==> config.mk <==
export PLATFORM = sky130hd
export DESIGN_NAME = player_physics_param
export DESIGN_NICKNAME = d
export VERILOG_FILES = /design/src/rtl/player_physics_pkg.sv /design/src/rtl/player_physics_param_jump_assist.sv /design/src/rtl/player_physics_param.sv
export SDC_FILE = /design/constraint.sdc
export NUM_CORES = 1
export LEC_CHECK = 0
export BUFFER_PORTS_ARGS = -buffer_cell sky130_fd_sc_hd__buf_2
export CORE_MARGIN = 3
export CORE_UTILIZATION = 45
export DETAILED_ROUTE_END_ITERATION = 16
export PLACE_DENSITY = 0.65
export SYNTH_ARGS = -nofsm -noshare
export SYNTH_HDL_FRONTEND = slang
export SYNTH_SLANG_ARGS = --single-unit
==> constraint.sdc <==
create_clock -name clk -period 14.3 [get_ports clk]
set_input_delay 2.86 -clock clk [delete_from_list [all_inputs] [get_ports clk]]
set_output_delay 2.86 -clock clk [all_outputs]
set_load 0.02 [all_outputs]
==> src/rtl/player_physics_pkg.sv <==
// player_physics_pkg: air-state encoding, default physics constants and the
// clamped-add helper shared by the player physics block and its jump helper.
package player_physics_pkg;

    typedef enum logic [1:0] {
        AIR_GROUND = 2'b00,
        AIR_RISE   = 2'b01,
        AIR_FALL   = 2'b10
    } air_state_t;

    localparam int DEF_COORD_W        = 10;
    localparam int DEF_VEL_W          = 8;
    localparam int DEF_SCREEN_W       = 640;
    localparam int DEF_SCREEN_H       = 480;
    localparam int DEF_PLAYER_W       = 16;
    localparam int DEF_PLAYER_H       = 16;
    localparam int DEF_H_SPEED        = 3;
    localparam int DEF_GRAVITY        = 1;
    localparam int DEF_JUMP_VEL       = -11;
    localparam int DEF_JUMP_CUT_VEL   = -4;
    localparam int DEF_MAX_FALL_VEL   = 8;
    localparam int DEF_JUMP_BUF_TICKS = 3;
    localparam int DEF_START_X        = 20;
    localparam int DEF_START_Y        = 344;
    localparam int COYOTE_TICKS       = 4;

    // Add a signed delta to a coordinate and clamp the result to [0, hi].
    function automatic int sat_add(input int base, input int delta, input int hi);
        int sum;
        sum = base + delta;
        if (sum < 0) begin
            sum = 0;
        end else if (sum > hi) begin
            sum = hi;
        end
        return sum;
    endfunction

endpackage

==> src/rtl/player_physics_param_jump_assist.sv <==
// jump_assist: jump button edge detect, jump buffer and (with COYOTE_TIME_EN)
// the coyote grace counter. Produces jump_req / can_jump for the physics FSM.
// Macro: COYOTE_TIME_EN enables the coyote counter.
module jump_assist
    import player_physics_pkg::*;
#(
    parameter int BUF_TICKS = DEF_JUMP_BUF_TICKS
) (
    input  logic clk,
    input  logic rst,
    input  logic game_tick,
    input  logic freeze,
    input  logic reset_player,
    input  logic jump,
    input  logic on_ground,
    input  logic coy_load,
    input  logic in_fall,
    input  logic launch,
    output logic jump_req,
    output logic can_jump
);

    localparam int CNT_MAX = (BUF_TICKS > COYOTE_TICKS) ? BUF_TICKS : COYOTE_TICKS;
    localparam int CNT_W   = $clog2(CNT_MAX + 1);

    logic             jump_prev;
    logic [CNT_W-1:0] buf_cnt;
    logic             press;
    logic             step;

    assign step     = game_tick & ~freeze & ~reset_player;
    assign press    = jump & ~jump_prev;
    assign jump_req = press | (buf_cnt != '0);

    // Edge detect on the tick-sampled button and the jump buffer countdown.
    always_ff @(posedge clk or posedge rst) begin
        if (rst) begin
            jump_prev <= 1'b0;
            buf_cnt   <= '0;
        end else if (game_tick && reset_player) begin
            // A held button across a teleport must not count as a fresh press.
            jump_prev <= jump;
            buf_cnt   <= '0;
        end else if (step) begin
            jump_prev <= jump;
            if (launch) begin
                buf_cnt <= '0;
            end else if (press) begin
                buf_cnt <= CNT_W'(BUF_TICKS);
            end else if (buf_cnt != '0) begin
                buf_cnt <= buf_cnt - CNT_W'(1);
            end
        end
    end

`ifdef COYOTE_TIME_EN
    logic [CNT_W-1:0] coy_cnt;

    // Grace window after walking off a ledge; cleared outside of FALL.
    always_ff @(posedge clk or posedge rst) begin
        if (rst) begin
            coy_cnt <= '0;
        end else if (game_tick && reset_player) begin
            coy_cnt <= '0;
        end else if (step) begin
            if (launch) begin
                coy_cnt <= '0;
            end else if (coy_load) begin
                coy_cnt <= CNT_W'(COYOTE_TICKS);
            end else if (!in_fall) begin
                coy_cnt <= '0;
            end else if (coy_cnt != '0) begin
                coy_cnt <= coy_cnt - CNT_W'(1);
            end
        end
    end

    assign can_jump = on_ground | (coy_cnt != '0);
`else
    logic unused_coy;
    assign unused_coy = coy_load ^ in_fall;
    assign can_jump   = on_ground;
`endif

endmodule

==> src/rtl/player_physics_param.sv <==
// player_physics_param: per-tick walk / gravity / jump physics for one sprite
// with jump buffering, variable jump height and a GROUND/RISE/FALL air FSM.
// Macro: COYOTE_TIME_EN allows jumping for a few ticks after leaving ground.
module player_physics_param
    import player_physics_pkg::*;
#(
    parameter int COORD_W        = DEF_COORD_W,
    parameter int VEL_W          = DEF_VEL_W,
    parameter int SCREEN_W       = DEF_SCREEN_W,
    parameter int SCREEN_H       = DEF_SCREEN_H,
    parameter int PLAYER_W       = DEF_PLAYER_W,
    parameter int PLAYER_H       = DEF_PLAYER_H,
    parameter int H_SPEED        = DEF_H_SPEED,
    parameter int GRAVITY        = DEF_GRAVITY,
    parameter int JUMP_VEL       = DEF_JUMP_VEL,
    parameter int JUMP_CUT_VEL   = DEF_JUMP_CUT_VEL,
    parameter int MAX_FALL_VEL   = DEF_MAX_FALL_VEL,
    parameter int JUMP_BUF_TICKS = DEF_JUMP_BUF_TICKS,
    parameter int START_X        = DEF_START_X,
    parameter int START_Y        = DEF_START_Y
) (
    input  logic                      clk,
    input  logic                      rst,
    input  logic                      game_tick,
    input  logic                      move_left,
    input  logic                      move_right,
    input  logic                      jump,
    input  logic                      on_ground,
    input  logic [COORD_W-1:0]        support_y,
    input  logic                      hit_ceiling,
    input  logic                      hit_left_wall,
    input  logic                      hit_right_wall,
    input  logic                      freeze,
    input  logic                      reset_player,
    input  logic [COORD_W-1:0]        reset_x,
    input  logic [COORD_W-1:0]        reset_y,
    output logic [COORD_W-1:0]        player_x,
    output logic [COORD_W-1:0]        player_y,
    output logic signed [VEL_W-1:0]   vel_y,
    output logic [1:0]                air_state,
    output logic                      jump_start_pulse,
    output logic                      jump_landed_pulse
);

    localparam int X_MAX = SCREEN_W - PLAYER_W;
    localparam int Y_MAX = SCREEN_H - PLAYER_H;

    air_state_t                state;
    air_state_t                state_n;
    logic [COORD_W-1:0]        x_n;
    logic [COORD_W-1:0]        y_n;
    logic signed [VEL_W-1:0]   vel_n;
    logic                      start_n;
    logic                      land_n;
    logic                      launch;
    logic                      coy_load;
    logic                      jump_req;
    logic                      can_jump;
    logic                      in_fall;
    int                        vel_calc;

    assign in_fall   = (state == AIR_FALL);
    assign air_state = state;

    jump_assist #(
        .BUF_TICKS (JUMP_BUF_TICKS)
    ) u_jump_assist (
        .clk          (clk),
        .rst          (rst),
        .game_tick    (game_tick),
        .freeze       (freeze),
        .reset_player (reset_player),
        .jump         (jump),
        .on_ground    (on_ground),
        .coy_load     (coy_load),
        .in_fall      (in_fall),
        .launch       (launch),
        .jump_req     (jump_req),
        .can_jump     (can_jump)
    );

    // Next-state and next-position logic; teleport beats freeze beats physics.
    always_comb begin
        x_n      = player_x;
        y_n      = player_y;
        vel_n    = vel_y;
        state_n  = state;
        start_n  = 1'b0;
        land_n   = 1'b0;
        launch   = 1'b0;
        coy_load = 1'b0;
        vel_calc = int'(vel_y);

        if (game_tick && reset_player) begin
            x_n     = reset_x;
            y_n     = reset_y;
            vel_n   = '0;
            state_n = AIR_GROUND;
        end else if (game_tick && !freeze) begin
            if (move_left && !move_right && !hit_left_wall) begin
                x_n = COORD_W'(sat_add(int'(player_x), -H_SPEED, X_MAX));
            end else if (move_right && !move_left && !hit_right_wall) begin
                x_n = COORD_W'(sat_add(int'(player_x), H_SPEED, X_MAX));
            end

            if (jump_req && can_jump) begin
                // Take-off wins over landing and ceiling handling this tick.
                launch  = 1'b1;
                start_n = 1'b1;
                vel_n   = VEL_W'(JUMP_VEL);
                y_n     = COORD_W'(sat_add(int'(player_y), JUMP_VEL, Y_MAX));
                state_n = AIR_RISE;
            end else begin
                case (state)
                    AIR_GROUND: begin
                        if (on_ground) begin
                            y_n   = COORD_W'(sat_add(int'(support_y), -PLAYER_H, Y_MAX));
                            vel_n = '0;
                        end else begin
                            state_n  = AIR_FALL;
                            coy_load = 1'b1;
                        end
                    end
                    AIR_RISE: begin
                        vel_calc = int'(vel_y) + GRAVITY;
                        if (!jump && vel_calc < JUMP_CUT_VEL) begin
                            vel_calc = JUMP_CUT_VEL;
                        end
                        if (hit_ceiling && int'(vel_y) < 0) begin
                            vel_n   = '0;
                            state_n = AIR_FALL;
                        end else begin
                            vel_n = VEL_W'(vel_calc);
                            y_n   = COORD_W'(sat_add(int'(player_y), vel_calc, Y_MAX));
                            if (vel_calc >= 0) begin
                                state_n = AIR_FALL;
                            end
                        end
                    end
                    AIR_FALL: begin
                        if (on_ground) begin
                            y_n     = COORD_W'(sat_add(int'(support_y), -PLAYER_H, Y_MAX));
                            vel_n   = '0;
                            state_n = AIR_GROUND;
                            land_n  = 1'b1;
                        end else begin
                            vel_calc = int'(vel_y) + GRAVITY;
                            if (vel_calc > MAX_FALL_VEL) begin
                                vel_calc = MAX_FALL_VEL;
                            end
                            vel_n = VEL_W'(vel_calc);
                            y_n   = COORD_W'(sat_add(int'(player_y), vel_calc, Y_MAX));
                        end
                    end
                    default: begin
                        state_n = AIR_GROUND;
                    end
                endcase
            end
        end
    end

    // State, position and pulse registers; pulses last a single clk.
    always_ff @(posedge clk or posedge rst) begin
        if (rst) begin
            state             <= AIR_GROUND;
            player_x          <= COORD_W'(START_X);
            player_y          <= COORD_W'(START_Y);
            vel_y             <= '0;
            jump_start_pulse  <= 1'b0;
            jump_landed_pulse <= 1'b0;
        end else begin
            state             <= state_n;
            player_x          <= x_n;
            player_y          <= y_n;
            vel_y             <= vel_n;
            jump_start_pulse  <= start_n;
            jump_landed_pulse <= land_n;
        end
    end

endmodule

# Word-level counts from Yosys, hierarchy flattened
# Index checks and enable logic that the tools add are counted.
# word_totals
output_inout_bits	32
ram_bits	0
mem_bits_ro	0
n_memories	0
regBits	36
elab_cells	137
latchBits	0
# op_classes
div	0
eq_ne	7
order_cmp	16
shifts	0
mux	64
bitwise	7
reduce_logical	27
n_addsub	8
n_mul	0
# ops
cell	n
$mux W32	11
$mux W10	22
$add A11 B32 Y32	2
$gt A32 B10 Y1 const B	2
$lt A32 B1 Y1 const B	2
$mux W8	6
$lt A12 B1 Y1 const B	3
$ge A32 B1 Y1 const B	1
$pmux W10 S3	1
$add A11 B5 Y12 const B	2
$gt A12 B10 Y1 const B	2
$pmux W8 S3	1
$mux W3	5
$mux W2	7
$add A11 B3 Y12 const B	1
$gt A12 B11 Y1 const B	1
$ne A4 B4 Y1 const B	3
$add A10 B2 Y11 const B	1
$gt A11 B10 Y1 const B	1
$lt A11 B1 Y1 const B	1
$mux W1	10
$add A8 B2 Y9 const B	1
$gt A9 B5 Y1 const B	1
$logic_and A1 B1 Y1	9
20 further kinds	33

# Logic depth before layout (Yosys ltp)
# Gate-level depths: netlist of run 1.
# depth
depth_word	17
ltp_mapped	21
mapped_depth_nobuf	20

# Cells and area by module
# A second synthesis of run 1 with hierarchy kept.
# hier_totals
hier_cells	698
area_unflattened_um2	5325.1
# by_module_without_submodules
module	n_inst	cells_each	seq_area_each_um2	area_each_um2
player_physics_param	1	669	808.3	5048.6
jump_assist	1	29	100.1	276.5

# Worst setup path before layout of run 1
# OpenSTA, ideal clock, no wires.
# synth_path
path_kind	input port to flip-flop
from	input jump
to	register player_y[3]
arrival_ps	6216
setup_time_ps	82
path_slack_ps	8002
stages	16
path_cell_list	nand2b_1 > a21oi_1 > nor2_1 > ha_1 > fa_1 > a211oi_1 > o31ai_1 > o2111ai_1 > and2_1 > ha_1 > nor4b_1 > nand2_1 > or4b_4 > nor4_4 > a21oi_1 > a22oi_1
# synth_between
elab_chain_len	16
# synth_lines
item	line	rtl
start, declared	player_physics_param.sv:27	input logic jump,
$logic_not A1 Y1	player_physics_param.sv:126	if (!jump && vel_calc < JUMP_CUT_VEL) begin
$logic_and A1 B1 Y1	player_physics_param.sv:126	
$mux W32	player_physics_param.sv:126	
$mux W32	player_physics_param.sv:114	case (state)
$mux W32	player_physics_param.sv:106	if (jump_req && can_jump) begin
$mux W32	player_physics_param.sv:99	end else if (game_tick && !freeze) begin
$mux W32	player_physics_param.sv:94	if (game_tick && reset_player) begin
$add A11 B32 Y32	player_physics_pkg.sv:30	sum = base + delta;
$gt A32 B10 Y1	player_physics_pkg.sv:33	end else if (sum > hi) begin
$mux W10	player_physics_pkg.sv:33	
$mux W10	player_physics_pkg.sv:31	if (sum < 0) begin
$mux W10	player_physics_param.sv:129	if (hit_ceiling && int'(vel_y) < 0) begin
$pmux W10 S3	player_physics_param.sv:114	
$mux W10	player_physics_param.sv:106	
$mux W10	player_physics_param.sv:99	
$mux W10	player_physics_param.sv:94	
end signal, assigned	player_physics_param.sv:168	player_y <= COORD_W'(START_Y);
end signal, assigned	player_physics_param.sv:175	player_y <= y_n;
end, declared	player_physics_param.sv:38	output logic [COORD_W-1:0] player_y,
# Parallel ways exist; a longest one is shown, timed or not. The select of a mux whose other input is x is not followed.
# A chain may end at the register's enable or synchronous reset.

# Final worst setup path of run 1
# layout_path
from	input jump
to	register player_y[1]
# Same word-level chain as after synthesis.

==> results of run 1 <==
==> kinds of logic after synthesis <==
logic type      share of synthesized area
compound gates                      0.315
flops                               0.172
simple gates                        0.269
xor+xnor                           0.0498
fa+ha+maj                           0.129
mux                                0.0138
buf+inv                            0.0519
==> cells in the final DEF (no fill, tap or decap), types with 15 or more instances in the layout <==
cell type	n
nand3_1	32
inv_1	28
dfrtp_1	30
buf_2	73
xor2_1	18
nor3_1	19
o21ai_0	44
nand2b_1	15
nand2_1	65
a31oi_1	15
a21oi_1	58
nor2_1	61
ha_1	51
==> area by class of cell <==
| type | instances | area share |
|---|---|---|
| clock buffers | 5 | 0.0213 |
| clock inverters | 3 | 0.00725 |
| inverters | 28 | 0.0179 |
| multi-input cells | 602 | 0.698 |
| flip-flops and latches | 36 | 0.155 |
| well taps | 140 | 0.0299 |
| repair buffers | 80 | 0.0712 |
==> per-stage QoR <==
stage           util  worst slack (ns)
2_1_floorplan      -              8.00
3_3_place_gp   0.512              7.52
3_5_place_dp   0.512              7.38
4_1_cts        0.527              7.68
5_1_grt        0.527              7.26
6_report       0.527              7.65
==> state kept, by name (all words and copies together) (netlist names) <==
register and flops:
player_x 10, player_y 10, vel_y 8, u_jump_assist.buf_cnt 3, air_state 2, jump_landed_pulse 1
jump_start_pulse 1, u_jump_assist.jump_prev 1
==> critical path, cell delays in order <==
cell and delay, ns:
buf_2 0.14, nand2b_1 0.25, a21oi_1 0.28, nor2_1 0.07
ha_1 0.22, fa_1 0.42, a211oi_1 0.31, o31ai_1 0.19
o2111ai_1 0.31, and2_1 0.18, ha_1 0.13, nor4b_1 0.23
nand2_1 0.09, or4b_4 0.57, nor4_4 0.27, a32oi_1 0.12
o31ai_2 0.19
==> power by group <==
| part | switching [µW] | leakage [µW] | internal [µW] | total, µW |
|---|---|---|---|---|
| sequential | 99.1 | 0.000441 | 146 | 245 |
| clock | 44.3 | 0.0000798 | 81.9 | 126 |
| combinational | 622 | 0.00211 | 391 | 1010 |
==> worst paths after layout <==
path / startpoint / to / slack, ns / cells past startpoint
max reg2reg: vel_y[0] / player_y[1] / 8.63 / 20
min: u_jump_assist.buf_cnt[1] / u_jump_assist.buf_cnt[1] / 0.50 / 1
max: jump / player_y[1] / 7.65 / 17
min reg2reg: u_jump_assist.buf_cnt[1] / u_jump_assist.buf_cnt[1] / 0.50 / 1
min in group asynchronous: rst / player_x[3] / 2.68 / 3
max in group asynchronous: rst / player_y[8] / 11.26 / 3
==> metal layers <==
layer / wire length [µm] / track usage / vias up
li1: - / - / 2749
met3: 1170 / 0.0349 / 10
met4: 128 / 0.0435 / 0
met2: 6910 / 0.362 / 223
met1: 7750 / 0.367 / 2674
met5: 0 / 0 / -
==> run metrics, run 1 <==
FF/Latch Area=between 900 and 1000 µm²; initial antenna violation count=0; fillcell total=~1100; CTS clk-pin slew, worst paths=0.06 ns; CP Class=input port to flop; total CTS buffers=5; n_diodes=0; setup TNS=0 ns; most common cell in the synthesized netlist=nand2_1; Final setup viols=0; clock skew=around 0.0033 ns; sequential fraction of the synthesis area=0.172; Fin Hold WS=between 0.4 and 0.5 ns; CP endpoint kind=flop; Core Area=11100 µm²; Routed Antenna Nets=0; initial core utilization=0.474; dpl cells=approximately 900; Seq cells post-synth=36; total wire length=16.0 mm; Slew Viols, Final=0; unrepaired setup endpoints after global routing=no; Commonest cells post-synth=nand2_1, nor2_1, a21oi_1, ha_1, o21ai_0; Pre-antenna DRT Iters=5; Worst Path Arrival=slightly below 7 ns; Tightest Pin Transition=between 1 and 1.5 ns; Die X=~110 µm; CTS sink count=36; Top Ports=74; root buffer cell=clkbuf_16; first-pass GRT wire length=approximately 26 mm; Critical Path RT=approximately 15 ns; # H-tree levels=2; Post-Syn Nets=around 790; final instance area=between 5000 and 6000 µm²; Post-synth EDFFs=0; setup bufs post-CTS=0; overflow left after global routing=0; Hold Crit Class=flop to flop; max cap viols=0; share of post-route cells with drive strength above 1=0.162; main flop type after synthesis=dfrtp_1; Final min period=~6.6 ns; area occupied by multi-input gates=roughly 4100 µm²; WL/cell=about 18 µm; GPL Wtd Cong=a little over 1; CTS tree=done; fmax=0.150 GHz; PostCTS Resize Cnt=0; outcome=complete, no violations; number of global-route vias before repair=5166; vias=roughly 5700; YS warnings=0; DP HPWL=~12 mm; Worst setup SP type=input port; Fin. Hold Viols=0; Mapped Area=5280 µm²; Slew headroom=0.166; Area contributors post-synth=dfrtp_1, ha_1, a21oi_1; Yosys top cell by area=dfrtp_1; All-Layer GR Usage=0.241; Tot Pwr=around 1400 µW; DRC Markers=0; cts hold-fix bufs=0; P&R area growth vs syn=11.2%; fin nets=roughly 850; Buffers on Ports=73; die area=about 13000 µm²; initial DRC count=about 440; Pleak=0.00263 µW; Async SR Flop Fraction=1.00; Finished Layout Cells=just under 900; maximum VDD drop=around 0.13 mV; clock tree buffer depth=2; largest net degree at the start of global routing=37; Synth top area share=0.142; placed inst area=approximately 5700 µm²; final period utilization=0.465; worst-skew pair later-pin latency=between 0.2 and 0.3 ns; CP max FO=7; pwr dens=236 nW/µm²; Core Rows=38; post-synthesis cell type count=a little over 80; Vias/cell=6.33; Post-Syn Area per Cell=roughly 7.6 µm²; Die Ht=114 µm; Synth Instances=approximately 700
Note: power is estimated with default switching activity, not from simulation.
==> run 2, diff against run 1 <==
--- a/config.mk
+++ b/config.mk
@@ -9,7 +9,7 @@
 export CORE_MARGIN = 3
 export CORE_UTILIZATION = 45
 export DETAILED_ROUTE_END_ITERATION = 16
-export PLACE_DENSITY = 0.65
+export PLACE_DENSITY = 0.68
 export SYNTH_ARGS = -nofsm -noshare
 export SYNTH_HDL_FRONTEND = slang
 export SYNTH_SLANG_ARGS = --single-unit
==> constraint.sdc (replaced) <==
create_clock -name clk -period 5.4 [get_ports clk]
set_input_delay 1.08 -clock clk [delete_from_list [all_inputs] [get_ports clk]]
set_output_delay 1.08 -clock clk [all_outputs]
set_load 0.02 [all_outputs]
==> run 2 against run 1 <==
Design area up 0.75%. Global-route usage increased by 0.25 points. Flip-flop and latch count stayed put. Worst hold slack got worse by 0.0056 ns. Die area unchanged. Final cell count up 0.67%. Largest cell class unchanged.
==> run metrics, run 2 (synthesized netlist as in run 1, its figures left out) <==
max cap viols=0; start point of the worst hold path=u_jump_assist.buf_cnt[1]; final period utilization=0.930; Tot Pwr=3670 µW; WL/cell=around 18 µm; Top Ports=74; root buffer cell=clkbuf_16; fmax=0.199 GHz; worst slack at placement=just over 0.2 ns; P&R area growth vs syn=12.0%; DRC Markers=0; PostCTS Resize Cnt=0; Pleak=~0.0027 µW; CP Launch Point=vel_y[0]; CP max FO=11; CTS clk-pin slew, worst paths=about 0.060 ns; Die Ht=approximately 110 µm; setup TNS=0 ns; fin util=0.531; Pre-antenna DRT Iters=5; clock tree buffer depth=2; total CTS buffers=5; Hold Crit Class=flop to flop; total wire length=16.1 mm; initial core utilization=0.474; worst-skew pair later-pin latency=around 0.28 ns; vias=5725; unrepaired setup endpoints after global routing=no; Worst Path Arrival=around 5.2 ns; final instance area=slightly below 6000 µm²; most frequent cells in the layout=buf_2, nand2_1, nor2_1; CP Class=flop to flop; die area=13100 µm²; Slew headroom=0.410; first-pass GRT wire length=around 26 mm; fin nets=around 850; Fin. Hold Viols=0; setup slack after layout=~0.38 ns; Tightest Pin Transition=0.878 ns; Slew Viols, Final=0; initial DRC count=542; Worst R2R Setup Slack=approximately 0.38 ns; area occupied by multi-input gates=4120 µm²; Critical Path RT=approximately 5.6 ns; GPL Wtd Cong=around 0.94; outcome=complete, no violations; setup bufs post-CTS=0; pwr dens=621 nW/µm²; largest net degree at the start of global routing=37; Final min period=~5.0 ns; initial antenna violation count=0; cts hold-fix bufs=0; Die X=~110 µm; All-Layer GR Usage=0.243; Core Area=roughly 11000 µm²; FF/Latch Area=approximately 910 µm²; number of global-route vias before repair=approximately 5400; Routed Antenna Nets=0; fillcell total=1107; CTS sink count=36; Core Rows=38; top flop regs=player_x: 10 flops, player_y: 10 flops, vel_y: 8 flops; DP HPWL=roughly 13 mm; n_diodes=0; most common cell after layout, fill and taps aside=buf_2; Vias/cell=~6.4; Final setup viols=0; CP endpoint kind=flop; R2R Path Start=vel_y[0]; clock skew=between 0.005 and 0.006 ns; Buffers on Ports=73; # H-tree levels=2; placed inst area=5740 µm²; CTS tree=done; overflow left after global routing=0; share of post-route cells with drive strength above 1=0.171; Worst setup SP type=flop; maximum VDD drop=0.289 mV
-- run 2: changes by cell type in the layout (fill, tap and decap cells not counted) --
cell / before / now
buf_4: 7 / 12
xor2_1: 18 / 16
xor2_2: 0 / 2
buf_2: 73 / 74
bufinv_16: 1 / 0
clkinv_2: 1 / 2
clkinv_4: 0 / 1
clkinvlp_4: 1 / 0
o311ai_2: 1 / 0
o311ai_4: 0 / 1
-- run 2: area by class of cell --
type,instances,area share
sequential,36,0.154
clock buffer,5,0.0212
clock inverter,3,0.00317
multi-input combinational,602,0.697
timing repair buffer,86,0.0779
tap,140,0.0296
inverter,28,0.0178
-- run 2: metrics by stage --
step           instances  hold WS (ns)
6_report             900         0.492
3_5_place_dp         891         0.485
5_1_grt              900         0.530
3_3_place_gp         891         0.475
2_1_floorplan        698         0.455
4_1_cts              899         0.496
-- run 2: per-layer routing --
| metal | vias up | GRT usage | share of wire |
|---|---|---|---|
| li1 | 2763 | - | - |
| met1 | 2719 | 0.377 | 0.49 |
| met2 | 233 | 0.368 | 0.44 |
| met3 | 10 | 0.0264 | 0.071 |
| met4 | 0 | 0.0388 | 0.0051 |
| met5 | - | 0 | 0 |
-- run 2: worst max-delay path, cell delays in order (launching register included) --
cell and delay [ns]:
dfrtp_1 0.54, ha_1 0.23, nand3_1 0.12, xor2_2 0.21, and4b_1 0.20, a21oi_1 0.37, nor2_1 0.14, ha_1 0.30
a21o_1 0.13, and4_1 0.28, nor2_4 0.07, o311ai_4 0.38, a21oi_1 0.15, nand2b_1 0.16, ha_1 0.27, nand4b_1 0.09
nor4_1 0.23, nand4_1 0.23, a311oi_4 0.46, a32oi_1 0.19, o31ai_2 0.19
-- run 2: final timing paths --
check | endpoint | depth (start not counted)
max in group asynchronous | player_y[8] | 3
setup reg to reg | player_y[1] | 20
min in group asynchronous | player_x[6] | 3
hold reg to reg | u_jump_assist.buf_cnt[1] | 1
hold / removal | u_jump_assist.buf_cnt[1] | 1
setup / recovery | player_y[1] | 20
-- run 2: report_power, final --
part           switching, µW  internal (µW)  leakage (µW)
sequential               269            387      0.000441
clock                    119            170     0.0000736
combinational           1670           1060       0.00217
